**config.mk**
```make
export PLATFORM = sky130hd
export DESIGN_NAME = pwm_ref_compare_flat
export DESIGN_NICKNAME = d
export VERILOG_FILES = /design/src/rtl/pwm_ref_compare_if.sv /design/src/rtl/pwm_ref_compare.sv /design/src/flat_wrapper.sv
export SDC_FILE = /design/constraint.sdc
export NUM_CORES = 1
export LEC_CHECK = 0
export CAP_MARGIN = 20
export CORE_UTILIZATION = 48
export DETAILED_ROUTE_END_ITERATION = 8
export GPL_ROUTABILITY_DRIVEN = 0
export PLACE_DENSITY = 0.8
export SYNTH_ARGS = -nofsm -noshare
export SYNTH_HDL_FRONTEND = slang
export SYNTH_SLANG_ARGS = --single-unit
```
**constraint.sdc**
```tcl
create_clock -name clk -period 3.08 [get_ports clk]
set_clock_uncertainty 0.1 [all_clocks]
set_input_delay 0.616 -clock clk [delete_from_list [all_inputs] [get_ports clk]]
set_output_delay 0.616 -clock clk [all_outputs]
set_load 0.02 [all_outputs]
```
**src/rtl/pwm_ref_compare_if.sv**
```systemverilog
// Duty-update handshake between the duty source (master) and the PWM comparator (slave).
interface pwm_ref_compare_if;
    logic [4:0] duty_in;
    logic       duty_valid;
    logic       duty_ready;

    modport master (output duty_in, output duty_valid, input duty_ready);
    modport slave  (input duty_in, input duty_valid, output duty_ready);
endinterface

```
**src/rtl/pwm_ref_compare.sv**
```systemverilog
// PWM comparator: double-buffered duty, swapped only at the 20->0 wrap of the reference count.
// Optional complementary output with one-cycle dead time when PWM_COMPL_EN is defined.
module pwm_ref_compare #(
    parameter int PERIOD_MAX = 20,
    parameter int DUTY_MAX   = 21
) (
    input  logic             clk,
    input  logic             reset_n,
    input  logic             en,
    input  logic [4:0]       ref_cnt,
    pwm_ref_compare_if.slave duty_if,
    output logic             pwm_out,
`ifdef PWM_COMPL_EN
    output logic             pwm_out_n,
`endif
    output logic             period_start,
    output logic             duty_err
);

    localparam logic [4:0] LP_PERIOD_MAX = 5'(PERIOD_MAX);
    localparam logic [4:0] LP_DUTY_MAX   = 5'(DUTY_MAX);

    typedef enum logic {
        S_EMPTY = 1'b0,
        S_FULL  = 1'b1
    } state_t;

    state_t     r_state;
    state_t     w_state_next;
    logic [4:0] r_duty_act;
    logic [4:0] r_duty_pend;

    logic       w_bnd;
    logic       w_capture;
    logic       w_apply;
    logic       w_over;
    logic [4:0] w_duty_clamped;
    logic       w_cmp;

    // Counts above PERIOD_MAX never form a boundary; they just compare as-is.
    assign w_bnd          = en && (ref_cnt == LP_PERIOD_MAX);
    assign w_capture      = duty_if.duty_valid && (r_state == S_EMPTY);
    assign w_apply        = w_bnd && (r_state == S_FULL);
    assign w_over         = duty_if.duty_in > LP_DUTY_MAX;
    assign w_duty_clamped = w_over ? LP_DUTY_MAX : duty_if.duty_in;
    assign w_cmp          = ref_cnt < r_duty_act;

    always_ff @(posedge clk or negedge reset_n) begin
        if (!reset_n) begin
            r_state <= S_EMPTY;
        end else begin
            r_state <= w_state_next;
        end
    end

    always_comb begin
        w_state_next = r_state;
        case (r_state)
            S_EMPTY: if (duty_if.duty_valid) w_state_next = S_FULL;
            S_FULL:  if (w_bnd)              w_state_next = S_EMPTY;
            default: w_state_next = S_EMPTY;
        endcase
    end

    always_comb begin
        duty_if.duty_ready = 1'b0;
        case (r_state)
            S_EMPTY: duty_if.duty_ready = 1'b1;
            default: duty_if.duty_ready = 1'b0;
        endcase
    end

    // A capture in the boundary cycle lands in pending; it waits for the next wrap.
    always_ff @(posedge clk or negedge reset_n) begin
        if (!reset_n) begin
            r_duty_pend <= 5'd0;
            r_duty_act  <= 5'd0;
            duty_err    <= 1'b0;
        end else begin
            if (w_capture) begin
                r_duty_pend <= w_duty_clamped;
                if (w_over) begin
                    duty_err <= 1'b1;
                end
            end
            if (w_apply) begin
                r_duty_act <= r_duty_pend;
            end
        end
    end

`ifdef PWM_COMPL_EN
    logic r_cmp_d;

    always_ff @(posedge clk or negedge reset_n) begin
        if (!reset_n) begin
            r_cmp_d      <= 1'b0;
            pwm_out      <= 1'b0;
            pwm_out_n    <= 1'b0;
            period_start <= 1'b0;
        end else begin
            r_cmp_d      <= w_cmp;
            pwm_out      <= w_cmp & r_cmp_d;
            pwm_out_n    <= ~w_cmp & ~r_cmp_d;
            period_start <= w_bnd;
        end
    end
`else
    always_ff @(posedge clk or negedge reset_n) begin
        if (!reset_n) begin
            pwm_out      <= 1'b0;
            period_start <= 1'b0;
        end else begin
            pwm_out      <= w_cmp;
            period_start <= w_bnd;
        end
    end
`endif

endmodule
```
**src/flat_wrapper.sv**
```systemverilog
// flat-port wrapper written by rule: the top's interface ports become plain ports
module pwm_ref_compare_flat 
#(
    parameter int PERIOD_MAX = 20,
    parameter int DUTY_MAX   = 21
)
  (clk, reset_n, en, ref_cnt, pwm_out, period_start, duty_err, duty_if_duty_in, duty_if_duty_valid, duty_if_duty_ready);
  pwm_ref_compare_if duty_if_i ();
  input  logic clk;
  input  logic reset_n;
  input  logic en;
  input  logic [4:0] ref_cnt;
  output logic pwm_out;
  output logic period_start;
  output logic duty_err;
  input wire logic [$bits(duty_if_i.duty_in)-1:0] duty_if_duty_in;
  input wire logic [$bits(duty_if_i.duty_valid)-1:0] duty_if_duty_valid;
  output wire logic [$bits(duty_if_i.duty_ready)-1:0] duty_if_duty_ready;
  assign duty_if_i.duty_in = duty_if_duty_in;
  assign duty_if_i.duty_valid = duty_if_duty_valid;
  assign duty_if_duty_ready = duty_if_i.duty_ready;
  pwm_ref_compare #(.PERIOD_MAX(PERIOD_MAX), .DUTY_MAX(DUTY_MAX)) u_core (.clk(clk), .reset_n(reset_n), .en(en), .ref_cnt(ref_cnt), .duty_if(duty_if_i), .pwm_out(pwm_out), .period_start(period_start), .duty_err(duty_err));
endmodule
```
==> qor.txt <==
WP data required - 3.14 ns
drt drc - 0
area of the core - 1186 µm²
Cell Pwr Density - 568.1 nW/µm²
GR Util All Layers - 0.2279
Detailed Place HPWL - 994 µm
share of cells above drive strength 1 - 0.1519
post-synthesis mux area share - 0.1309
simple-gate share of the synthesized area - 0.1803
CP startpoint kind - input pin
Final Setup Violations - 0
Post-Place Cells - 89
#FFs+latches synth - 14
Crit Path Class - in2reg
VDD IR max - 346.1 µV
# Max-Cap Violations - 0
die width - 39.07 µm
Fin Hold WS - 0.3764 ns
standard-cell rows - 12
Largest stage delay, worst path - 0.57 ns
CP endpoint kind - flip-flop
clk slew on worst S/H paths - 0.09 ns
Bufs and invs on worst path - 1
Fmax achieved - 455.6 MHz
main combinational cell family by area after synthesis - simple AND/OR/NAND/NOR gates
Lkg Pwr - 0.4202 nW
Final Hold Viols - 0
WL final - 1259 µm
worst-path maximum fanout - 6
CP cell instances - clkdlybuf4s50_1 > or4b_4 > nor3_4 > mux2_2
largest net degree at the start of global routing - 15
Relative slew margins - 0.5880
Synth Area in Adders - 0.07590
final-report max-slew violation count - 0
hold-fix buffers at CTS - 0
Final Non-Filler Cells - 93
Via-to-Cell Ratio - 5.172
first-pass GRT wire length - 2187 µm
Longest Clk Path Bufs - 2
RSZ-0062 raised after global routing - false
Initial Util - 0.5559
insertion delay to the later sink of the worst-skew pair - 0.28 ns
Inserted Clock Buffers - 3
port bufs - 17
Congestion Overflow GR - 0
first-pass detailed-route iteration total - 5
Crit path max-delay family - simple AND/OR/NAND/NOR gates
WL/cell - 13.54 µm
CTS Root Cell - clkbuf_4
Netlist cell types - 18
Hold WC Path Type - reg2reg
Die Ht - 39.07 µm
Slowest-stage cell, CP - or4b_4
Synth Area in XOR/XNOR - 0
Layout area overhead - 33.40%
overall power - 0.4997 mW
# nets final - 98
setup TNS - 0 ns
synthesized area per cell - 11.18 µm²
I/O pins - 18
post-synthesis compound-gate area fraction - 0.04175
Final Cycle Share - 0.7126
setup bufs post-CTS - 0
clk sinks - 14
Mapped Nets - 77
CTS tree - built
status - completed
initial DRC count - 7
vias in the first global route - 515
Mapped Area - 659.4 µm²
quantity of gates resized following cts - 0
Syn Inst Count - 59
Vias - 481
min Tclk post-route - 2.195 ns
H-tree depth - 1
post-route ant nets - 0
Antenna Cells - 0
post-synthesis sequential area ratio - 0.5313
Critical Path AT - 2.25 ns
die area - 1526 µm²
Synth Warn # - 0
Slew @ Worst Pin - 0.6161 ns
initial antenna violation count - 0
-- final cells by class --
cell class | count | area (µm²)
Multi-Input combinational cell | 38 | 282.8
Clock buffer | 4 | 36.28
Fill cell | 93 | 306.5
Inverter | 6 | 22.52
Sequential cell | 14 | 350.3
Tap cell | 14 | 17.52
Timing Repair Buffer | 17 | 170.2
-- metal layers --
metal | share of wire | global-route usage
met4 | 0 | 0.1293
met1 | 0.43 | 0.2509
met5 | 0 | 0
met2 | 0.53 | 0.4083
met3 | 0.045 | 0.03468
-- cells in the final DEF (no fill, tap or decap), types with 4 or more instances in the layout --
cell type        Yosys  layout
nand2_1              7       7
clkdlybuf4s50_1      0      17
inv_1                6       6
ha_1                 4       4
dfrtp_1             14      14
nor2_1               5       5
mux2_2               5       5
-- state kept, by name, indices dropped and copies added, names as in the netlist --
signal and cells:
u_core.duty_err 1, u_core.period_start 1, u_core.pwm_out 1, u_core.r_duty_act 5, u_core.r_duty_pend 5, u_core.r_state 1
-- Yosys cell counts --
library cell / n / share of area
dfrtp_1: 14 / 0.53
nand2_1: 7 / 0.040
inv_1: 6 / 0.034
mux2_2: 5 / 0.085
nor2_1: 5 / 0.028
ha_1: 4 / 0.076
a21oi_1: 3 / 0.023
mux2i_1: 3 / 0.046
nand2b_1: 3 / 0.028
a211oi_1: 1 / 0.011
clkbuf_1: 1 / 0.0057
nand3_1: 1 / 0.0076
nand3b_1: 1 / 0.011
nand4_1: 1 / 0.0095
nor3_4: 1 / 0.025
o21ai_0: 1 / 0.0076
or2_2: 1 / 0.0095
or4b_4: 1 / 0.021
-- report_power, final --
part / internal (mW) / switching, mW / leakage [nW]
Clock: 0.0719 / 0.0584 / 0.0210
Combinational: 0.0670 / 0.0559 / 0.225
Sequential: 0.225 / 0.0214 / 0.174
Total: 0.364 / 0.136 / 0.420
-- logic make-up after synthesis --
kind of cell / after synthesis
AO/OA/AOI/OAI: 5
adder cells (fa/ha/maj): 4
buffers and inverters: 7
flip-flops: 14
multiplexers: 8
AND/OR/NAND/NOR: 21
-- metrics by stage --
| step | instance area (µm²) | setup slack, ns | util |
|---|---|---|---|
| 5_1_grt | 879.6 | 0.8475 | 0.7416 |
| 3_3_place_gp | 843.3 | 0.6103 | 0.7110 |
| 3_5_place_dp | 843.3 | 0.5785 | 0.7110 |
| 4_1_cts | 879.6 | 0.8801 | 0.7416 |
| 6_report | 879.6 | 0.8852 | 0.7416 |
| 2_1_floorplan | 659.4 | 1.122 | - |
-- final timing paths --
kind,startpoint,endpoint,slack (ns),cells after the start
worst max-delay path,ref_cnt[1],u_core.r_duty_act[4]$_DFFE_PN0P_,0.89,4
worst max register to register,u_core.r_state$_DFF_PN0_,u_core.r_duty_act[4]$_DFFE_PN0P_,1.68,3
min in group asynchronous,reset_n,u_core.r_duty_pend[1]$_DFFE_PN0N_,0.61,1
max in group asynchronous,reset_n,u_core.r_duty_pend[3]$_DFFE_PN0N_,1.86,1
worst min-delay path,u_core.duty_err$_DFFE_PN0P_,u_core.duty_err$_DFFE_PN0P_,0.38,1
worst min register to register,u_core.duty_err$_DFFE_PN0P_,u_core.duty_err$_DFFE_PN0P_,0.38,1
Note: power is estimated with default switching activity, not from simulation.
